`src/rtl/unary_ops_pkg.sv`:
```
// Shared widths, the result bundle and the extension helpers for the
// unary operator bank.
package unary_ops_pkg;

  localparam int IN_W   = 4;
  localparam int WIDE_W = 6;

  typedef struct packed {
    logic [IN_W-1:0]   not_;
    logic [IN_W-1:0]   not_signed;
    logic [WIDE_W-1:0] not_w;
    logic [WIDE_W-1:0] not_signed_w;
    logic [IN_W-1:0]   neg_;
    logic [IN_W-1:0]   neg_signed;
    logic [WIDE_W-1:0] neg_w;
    logic [WIDE_W-1:0] neg_signed_w;
    logic [IN_W-1:0]   pos_;
    logic [IN_W-1:0]   pos_signed;
    logic [WIDE_W-1:0] pos_w;
    logic [WIDE_W-1:0] pos_signed_w;
    logic [IN_W-1:0]   reduce_and_;
    logic [IN_W-1:0]   reduce_and_signed;
    logic              reduce_and_bit;
    logic [IN_W-1:0]   reduce_or_;
    logic [IN_W-1:0]   reduce_or_signed;
    logic              reduce_or_bit;
    logic [IN_W-1:0]   reduce_bool_;
    logic [IN_W-1:0]   reduce_bool_signed;
    logic              reduce_bool_bit;
    logic [IN_W-1:0]   reduce_xor_;
    logic [IN_W-1:0]   reduce_xor_signed;
    logic              reduce_xor_bit;
    logic              reduce_xor_bit_bit;
    logic [IN_W-1:0]   reduce_xnor_;
    logic [IN_W-1:0]   reduce_xnor_signed;
    logic              reduce_xnor_bit;
    logic              reduce_xnor_bit_bit;
    logic [IN_W-1:0]   logic_not_;
    logic [IN_W-1:0]   logic_not_signed;
    logic              logic_not_bit;
  } res_t;

  function automatic logic [WIDE_W-1:0] sext6(input logic [IN_W-1:0] v);
    return {{(WIDE_W-IN_W){v[IN_W-1]}}, v};
  endfunction

  function automatic logic [WIDE_W-1:0] zext6(input logic [IN_W-1:0] v);
    return {{(WIDE_W-IN_W){1'b0}}, v};
  endfunction

endpackage

```
`src/rtl/unary_ops_comb.sv`:
```
// Purely combinational operator core: every unary result for one operand.
module unary_ops_comb
  import unary_ops_pkg::*;
(
  input  logic [IN_W-1:0] a_i,
  output res_t            res_o
);

  logic andBit, orBit, xorBit;

  assign andBit = &a_i;
  assign orBit  = |a_i;
  assign xorBit = ^a_i;

  // Reduction/logical results are 1-bit unsigned, so they always zero-extend.
  always_comb begin
    res_o = '0;
    res_o.not_                = ~a_i;
    res_o.not_signed          = ~a_i;
    res_o.not_w               = ~zext6(a_i);
    res_o.not_signed_w        = ~sext6(a_i);
    res_o.neg_                = -a_i;
    res_o.neg_signed          = -a_i;
    res_o.neg_w               = -zext6(a_i);
    res_o.neg_signed_w        = -sext6(a_i);
    res_o.pos_                = a_i;
    res_o.pos_signed          = a_i;
    res_o.pos_w               = zext6(a_i);
    res_o.pos_signed_w        = sext6(a_i);
    res_o.reduce_and_         = {3'b000, andBit};
    res_o.reduce_and_signed   = {3'b000, andBit};
    res_o.reduce_and_bit      = andBit;
    res_o.reduce_or_          = {3'b000, orBit};
    res_o.reduce_or_signed    = {3'b000, orBit};
    res_o.reduce_or_bit       = orBit;
    res_o.reduce_bool_        = {3'b000, orBit};
    res_o.reduce_bool_signed  = {3'b000, orBit};
    res_o.reduce_bool_bit     = orBit;
    res_o.reduce_xor_         = {3'b000, xorBit};
    res_o.reduce_xor_signed   = {3'b000, xorBit};
    res_o.reduce_xor_bit      = xorBit;
    res_o.reduce_xor_bit_bit  = a_i[0];
    res_o.reduce_xnor_        = {3'b000, ~xorBit};
    res_o.reduce_xnor_signed  = {3'b000, ~xorBit};
    res_o.reduce_xnor_bit     = ~xorBit;
    res_o.reduce_xnor_bit_bit = ~a_i[0];
    res_o.logic_not_          = {3'b000, ~orBit};
    res_o.logic_not_signed    = {3'b000, ~orBit};
    res_o.logic_not_bit       = ~orBit;
  end

endmodule

```
`src/rtl/unary_ops.sv`:
```
// Registered unary operator bank: operator core followed by a reset-clearable
// output register, one cycle of latency.
module unary_ops
  import unary_ops_pkg::*;
(
  input  logic              clk,
  input  logic              rst_n,
  input  logic [IN_W-1:0]   a,
  output logic [IN_W-1:0]   not_,
  output logic [IN_W-1:0]   not_signed,
  output logic [WIDE_W-1:0] not_w,
  output logic [WIDE_W-1:0] not_signed_w,
  output logic [IN_W-1:0]   neg_,
  output logic [IN_W-1:0]   neg_signed,
  output logic [WIDE_W-1:0] neg_w,
  output logic [WIDE_W-1:0] neg_signed_w,
  output logic [IN_W-1:0]   pos_,
  output logic [IN_W-1:0]   pos_signed,
  output logic [WIDE_W-1:0] pos_w,
  output logic [WIDE_W-1:0] pos_signed_w,
  output logic [IN_W-1:0]   reduce_and_,
  output logic [IN_W-1:0]   reduce_and_signed,
  output logic              reduce_and_bit,
  output logic [IN_W-1:0]   reduce_or_,
  output logic [IN_W-1:0]   reduce_or_signed,
  output logic              reduce_or_bit,
  output logic [IN_W-1:0]   reduce_bool_,
  output logic [IN_W-1:0]   reduce_bool_signed,
  output logic              reduce_bool_bit,
  output logic [IN_W-1:0]   reduce_xor_,
  output logic [IN_W-1:0]   reduce_xor_signed,
  output logic              reduce_xor_bit,
  output logic              reduce_xor_bit_bit,
  output logic [IN_W-1:0]   reduce_xnor_,
  output logic [IN_W-1:0]   reduce_xnor_signed,
  output logic              reduce_xnor_bit,
  output logic              reduce_xnor_bit_bit,
  output logic [IN_W-1:0]   logic_not_,
  output logic [IN_W-1:0]   logic_not_signed,
  output logic              logic_not_bit
);

  res_t res_d, res_q;

  unary_ops_comb u_comb (
    .a_i   (a),
    .res_o (res_d)
  );

  // Reset clears everything, including outputs that are 1 for a zero operand.
  always_ff @(posedge clk or negedge rst_n) begin
    if (!rst_n) res_q <= '0;
    else        res_q <= res_d;
  end

  assign not_                = res_q.not_;
  assign not_signed          = res_q.not_signed;
  assign not_w               = res_q.not_w;
  assign not_signed_w        = res_q.not_signed_w;
  assign neg_                = res_q.neg_;
  assign neg_signed          = res_q.neg_signed;
  assign neg_w               = res_q.neg_w;
  assign neg_signed_w        = res_q.neg_signed_w;
  assign pos_                = res_q.pos_;
  assign pos_signed          = res_q.pos_signed;
  assign pos_w               = res_q.pos_w;
  assign pos_signed_w        = res_q.pos_signed_w;
  assign reduce_and_         = res_q.reduce_and_;
  assign reduce_and_signed   = res_q.reduce_and_signed;
  assign reduce_and_bit      = res_q.reduce_and_bit;
  assign reduce_or_          = res_q.reduce_or_;
  assign reduce_or_signed    = res_q.reduce_or_signed;
  assign reduce_or_bit       = res_q.reduce_or_bit;
  assign reduce_bool_        = res_q.reduce_bool_;
  assign reduce_bool_signed  = res_q.reduce_bool_signed;
  assign reduce_bool_bit     = res_q.reduce_bool_bit;
  assign reduce_xor_         = res_q.reduce_xor_;
  assign reduce_xor_signed   = res_q.reduce_xor_signed;
  assign reduce_xor_bit      = res_q.reduce_xor_bit;
  assign reduce_xor_bit_bit  = res_q.reduce_xor_bit_bit;
  assign reduce_xnor_        = res_q.reduce_xnor_;
  assign reduce_xnor_signed  = res_q.reduce_xnor_signed;
  assign reduce_xnor_bit     = res_q.reduce_xnor_bit;
  assign reduce_xnor_bit_bit = res_q.reduce_xnor_bit_bit;
  assign logic_not_          = res_q.logic_not_;
  assign logic_not_signed    = res_q.logic_not_signed;
  assign logic_not_bit       = res_q.logic_not_bit;

endmodule

```
`config.mk`:
```
export PLATFORM = sky130hd
export DESIGN_NAME = unary_ops
export DESIGN_NICKNAME = d
export VERILOG_FILES = /design/src/rtl/unary_ops_pkg.sv /design/src/rtl/unary_ops_comb.sv /design/src/rtl/unary_ops.sv
export SDC_FILE = /design/constraint.sdc
export NUM_CORES = 1
export LEC_CHECK = 0
export ABC_AREA = 0
export BUFFER_PORTS_ARGS = -buffer_cell sky130_fd_sc_hd__buf_2
export CAP_MARGIN = 10
export CORE_ASPECT_RATIO = 0.75
export CORE_MARGIN = 3
export CORE_UTILIZATION = 38
export CTS_CLUSTER_SIZE = 30
export DETAILED_ROUTE_END_ITERATION = 7
export GPL_TIMING_DRIVEN = 0
export PLACE_DENSITY_LB_ADDON = 0.1
export REMOVE_ABC_BUFFERS = 1
export SLEW_MARGIN = 5
export SYNTH_ARGS = -nofsm -noshare
export SYNTH_HDL_FRONTEND = slang
export SYNTH_SLANG_ARGS = --single-unit
export TNS_END_PERCENT = 5
```
`constraint.sdc`:
```
create_clock -name clk -period 0.8 [get_ports clk]
set_input_delay 0.08 -clock clk [delete_from_list [all_inputs] [get_ports clk]]
set_output_delay 0.08 -clock clk [all_outputs]
set_load 0.02 [all_outputs]
```
==> results of run 1 <==
[final timing paths]
check	from	end	slack [ns]	cells after the start
worst max-delay path	neg_signed_w[0]$_DFF_PN0_	neg_signed[0]	-0.14	1
max in group asynchronous	rst_n	neg_signed_w[0]$_DFF_PN0_	0.17	2
worst min-delay path	a[3]	pos_w[3]$_DFF_PN0_	0.008	1
min in group asynchronous	rst_n	not_w[4]$_DFF_PN0_	0.30	2
[timing repair]
action | CTS | global route
endpoints found under the hold margin | 21 | 0
setup endpoints to repair | 78 | 79
hold buffers | 2 | 0
resized for setup | 1 | 3
[kinds of logic after synthesis]
family / share of synthesized area (%)
buffers and inverters: 54.5
flip-flops: 36.7
AND/OR/NAND/NOR: 2.02
XOR/XNOR: 2.57
adder cells (fa/ha/maj): 3.67
other: 0.551
[sequential cells by signal (all words and copies together), names as in the netlist]
register         flops
neg_signed_w         4
not_signed_w         4
pos_w                3
neg_w                2
logic_not_           1
neg_signed           1
not_w                1
reduce_and_bit       1
reduce_bool_bit      1
reduce_xnor_bit      1
reduce_xor_bit       1
[synthesized netlist by cell type]
cell type and number:
buf_4 96, xnor2_1 3, conb_1 2, inv_1 6
ha_1 4, and2_1 1, nor3_2 1, xor2_1 1
nor2_1 1, dfrtp_1 20, nand2_1 2
[power by group through the flow]
stage / combinational, mW / sequential, mW / clock (mW)
floorplan: 0.203 / 1.50 / 0
global placement: 0.872 / 1.15 / 0
detailed placement: 0.866 / 1.15 / 0
CTS: 0.875 / 1.14 / 0.659
global route: 0.941 / 1.15 / 0.690
finish: 0.879 / 1.13 / 0.619
[cell type report]
| cell class | instances | area [sq um] | area share (%) |
|---|---|---|---|
| clock buffer | 3 | 41.3 | 3.12 |
| inverter | 6 | 22.5 | 1.70 |
| multi-input combinational | 52 | 267 | 20.1 |
| sequential | 20 | 502 | 37.9 |
| tap | 40 | 50.0 | 3.78 |
| timing repair buffer | 85 | 442 | 33.4 |
[metal layers]
metal | global-route usage [%] | vias up | share of wire (%)
met1 | 10.1 | 312 | 36
met5 | 0 | - | 0
met3 | 4.16 | 2 | 14
met4 | 2.24 | 0 | 0.55
met2 | 13.3 | 68 | 50
li1 | - | 330 | -
==> key figures, run 1 <==
Outcome
  – Status: finished, violations left
  – Failing checks: setup timing

CTS
  – Clock Sinks: 20
  – Postcts setup bufs: 0
  – Worst-path clk slew: 0.07 ns
  – Root Buffer: clkbuf_8
  – CTS tree: built
  – CTS max path bufs: 2
  – CTS Buf Count: 3
  – H-tree Lvls: 1

Global routing
  – Remaining global-route overflow: 0
  – First-pass GRT wire length: 2740 um
  – Vias in the first global route: 588
  – GRT Overall Usage: 8.37%
  – Pin count of the biggest net entering global routing: 21
  – Initial antenna violation count: 0

Synthesis
  – Yosys synthesis warning count: 0
  – Gate Count Post-Synth: 137
  – Synth top area share: 52.8%
  – Area contributors post-synth: buf_4 (53%), dfrtp_1 (37%), ha_1 (3.7%)
  – Post-synthesis cell type count: 11
  – FF+latch count, synth: 20
  – Avg Cell Area, Syn: 9.95 sq um
  – Yosys top cell by area: buf_4
  – Mapped Area: 0.00136 sq mm
  – Sequential area share after synthesis: 36.7%

Power and ir drop
  – Power Total: 2.63 mW
  – Seq pwr share: 43.1%
  – Clock power share: 23.5%
  – Int Pwr: 1.64 mW
  – Static leakage: 0.802 nW
  – Peak supply drop: 1.06 mV
  – Net Switching: 0.995 mW
  – Switching Fraction: 37.8%
  – Gate power share: 33.4%
  – Pwr/cell area: 1990 mW/mm^2

Timing
  – RSZ-0062 raised after global routing: true
  – Fin worst setup slack: -0.143 ns
  – Setup TNS: -7.62 ns
  – Hold slack: 0.00758 ns
  – Final setup viols: 78
  – Period utilization: 118%
  – Hold Fails Final Rpt: 0
  – Final min period: 0.943 ns
  – Fmax: 1060 MHz
  – Max Slew Vio Count: 0

Drt
  – DR WL/cell: 9.67 um
  – Vias/cell: 3.46
  – Post-DRT Antenna Nets: 0
  – Routed Wire Length: 1990 um
  – Total number of vias: 712
  – Total iterations of the first detailed-routing run: 2
  – DRT iter0 DRCs: 4
  – Remaining DRCs: 0

Die
  – Chip Height: 57.9 um
  – Die X: 75.2 um
  – Core Region: 0.00336 sq mm
  – Die area: 0.00435 sq mm
  – # IOs: 122
  – Rows: 18
  – Initial core utilization: 40.6%

Layout
  – Fin util: 39.4%
  – P&R area growth vs syn: -2.94%
  – Final Instance Count excl. Fillers: 206
  – Most common cell after layout, fill and taps aside: buf_2
  – Most frequent cells in the layout: buf_2 (82), conb_1 (39), dfrtp_1 (19), inv_1 (6), ha_1 (4)
  – Number of fill cells: 344
  – Final net count: 178
  – Share of layout cells above drive strength 1: 53.6%
  – Antenna Cells: 0
  – Post-route cell area: 0.00132 sq mm

Placement
  – Port bufs: 83
  – Area after DPL: 0.00125 sq mm
  – RD Place Congestion: 0.597
  – Dpl cells: 201
  – Setup Slack @ Placement: -0.215 ns
  – Detailed Place HPWL: 1640 um

Setup path
  – Buf/Inv on CP: 1
  – Max incr delay on CP: 0.44 ns
  – Crit path kind: reg -> out
  – Crit-path leading delay family: flip-flops
  – Worst EP arrival: 0.86 ns
  – Slowest stage cell, crit path: dfrtp_2
  – Required time of the critical path: 0.72 ns
  – CP startpoint kind: register
  – CP Max Fanout: 9
  – CP endpoint kind: primary output
  – CP cell instances: buf_2

Hold path
  – Worst min-delay path class: in -> reg

Job
  – Max Cap Violations: 0
Power figures use the tool's default switching activity.
==> run 2: changes to the inputs <==
--- a/config.mk
+++ b/config.mk
@@ -16,6 +16,7 @@
 export GPL_TIMING_DRIVEN = 0
 export PLACE_DENSITY_LB_ADDON = 0.1
 export REMOVE_ABC_BUFFERS = 1
+export SETUP_SLACK_MARGIN = 0.4
 export SLEW_MARGIN = 5
 export SYNTH_ARGS = -nofsm -noshare
 export SYNTH_HDL_FRONTEND = slang
==> constraint.sdc (replaced) <==
create_clock -name clk -period 0.94 [get_ports clk]
set_input_delay 0.094 -clock clk [delete_from_list [all_inputs] [get_ports clk]]
set_output_delay 0.094 -clock clk [all_outputs]
set_load 0.02 [all_outputs]
==> run 2 against run 1 <==
The run ends with hold timing, setup timing left. Sequential share of layout area is 5.2 points lower. Total power is 8.5% lower. Final cell count is 0.97% lower. Core utilization is 6.3 points higher. Clock-buffer cell count stayed put. First-iteration DRC count is 75% higher. Design area is 16% higher. Clock power is 15% lower. Flip-flop and latch count stayed put. Global-route usage is 0.61 points higher. Combinational power is 2% higher. Largest cell class is now buffers.
==> key figures, run 2 (synthesis results as in run 1) <==
Setup path
  – Max incr delay on CP: 0.44 ns (about the same)
  – CP cell instances: buf_2
  – Slowest stage cell, crit path: dfrtp_2
  – Crit path kind: reg -> out
  – Required time of the critical path: 0.85 ns (+0.13 ns)
  – Worst EP arrival: 0.86 ns (about the same)
  – CP Max Fanout: 9 (unchanged)
  – Buf/Inv on CP: 1 (unchanged)
  – CP startpoint kind: register
  – CP endpoint kind: primary output
  – Crit-path leading delay family: flip-flops

Global routing
  – Initial antenna violation count: 0 (unchanged)
  – Remaining global-route overflow: 0 (unchanged)
  – First-pass GRT wire length: 2950 um (+7.8%)
  – Vias in the first global route: 620 (+5.4%)
  – Pin count of the biggest net entering global routing: 21 (unchanged)
  – GRT Overall Usage: 8.99% (+0.61 points)

Layout
  – Post-route cell area: 0.00154 sq mm (+16%)
  – Final net count: 176 (-1.1%)
  – Share of layout cells above drive strength 1: 57.9% (+4.3 points)
  – P&R area growth vs syn: 12.6%
  – Most frequent cells in the layout: buf_2 (42), conb_1 (39), buf_6 (24), dfrtp_1 (19), buf_4 (16)
  – Antenna Cells: 0 (unchanged)
  – Fin util: 45.7% (+6.3 points)
  – Most common cell after layout, fill and taps aside: buf_2
  – Final Instance Count excl. Fillers: 204 (-0.97%)

Timing
  – Final setup viols: 9 (-88%)
  – Fin worst setup slack: -0.0176 ns (+0.125 ns)
  – Hold slack: -0.223 ns (-0.230 ns)
  – Period utilization: 102%
  – RSZ-0062 raised after global routing: true
  – Hold Fails Final Rpt: 24 (+24)
  – Final min period: 0.958 ns
  – Fmax: 1040 MHz
  – Setup TNS: -0.140 ns (+7.48 ns)
  – Max Slew Vio Count: 0 (unchanged)

Die
  – Rows: 18 (unchanged)
  – Die X: 75.2 um (unchanged)
  – Chip Height: 57.9 um (unchanged)
  – Initial core utilization: 40.6% (unchanged)
  – Die area: 0.00435 sq mm (unchanged)
  – Core Region: 0.00336 sq mm (unchanged)
  – # IOs: 122 (unchanged)

Placement
  – Port bufs: 83 (unchanged)
  – Detailed Place HPWL: 1640 um (unchanged)
  – Setup Slack @ Placement: -0.0887 ns (+0.126 ns)
  – Area after DPL: 0.00125 sq mm (unchanged)
  – RD Place Congestion: 0.597 (unchanged)
  – Dpl cells: 201 (unchanged)

Power and ir drop
  – Power Total: 2.41 mW (-8.5%)
  – Peak supply drop: 0.981 mV (-7.3%)
  – Pwr/cell area: 1570 mW/mm^2 (-21%)
  – Static leakage: 0.848 nW (+5.7%)

Drt
  – Post-DRT Antenna Nets: 0 (unchanged)
  – Remaining DRCs: 0 (unchanged)
  – DR WL/cell: 10.1 um (+4.0%)
  – DRT iter0 DRCs: 7 (+3)
  – Total number of vias: 724 (+1.7%)
  – Routed Wire Length: 2050 um (+3.0%)
  – Vias/cell: 3.55 (+2.7%)
  – Total iterations of the first detailed-routing run: 2 (unchanged)

Job
  – Max Cap Violations: 0 (unchanged)

CTS
  – H-tree Lvls: 1 (unchanged)
  – Root Buffer: clkbuf_8
  – Postcts setup bufs: 0 (unchanged)
  – Clock Sinks: 20 (unchanged)
  – CTS max path bufs: 2 (unchanged)
  – Worst-path clk slew: 0.07 ns (about the same)
  – CTS tree: built
  – CTS Buf Count: 3 (unchanged)

Outcome
  – Status: finished, violations left
  – Failing checks: hold timing, setup timing

Hold path
  – Worst min-delay path class: in -> async
[run 2: changes by cell type in the layout (fill, tap and decap cells not counted), sizes merged]
cell         delta
dlygate4sd3     -2
[run 2: area by class of cell]
cell class / instances / area, sq um
clock buffer: 3 / 41.3
tap: 40 / 50.0
multi-input combinational: 52 / 292
inverter: 6 / 35.0
timing repair buffer: 83 / 616
sequential: 20 / 502
fill: 323 / 1820
[run 2: final timing paths]
| kind | slack (ns) | start | depth (start not counted) | to |
|---|---|---|---|---|
| min in group clk | -0.03 | a[1] | 1 | pos_w[1]$_DFF_PN0_ |
| hold / removal | -0.22 | rst_n | 1 | not_w[4]$_DFF_PN0_ |
| setup / recovery | -0.02 | neg_signed_w[0]$_DFF_PN0_ | 1 | neg_signed[0] |
| max in group asynchronous | 0.83 | rst_n | 1 | neg_signed_w[0]$_DFF_PN0_ |
[run 2: timing repair]
action	in CTS	in global routing
hold endpoints to repair	23	25
pin swaps	2	2
endpoints found under the setup margin	83	81
resized for setup	70	10
[run 2: routing by layer]
metal  global-route usage [%]  wire [um]
met4                     2.24         11
met1                     10.8        725
met2                     14.6       1060
met3                     4.16        259
met5                        0          0
[run 2: power breakdown]
part	internal, mW	switching (mW)	total [mW]
Clock	0.284	0.244	0.529
Combinational	0.322	0.571	0.894
Sequential	0.922	0.0652	0.987
Total	1.53	0.881	2.41
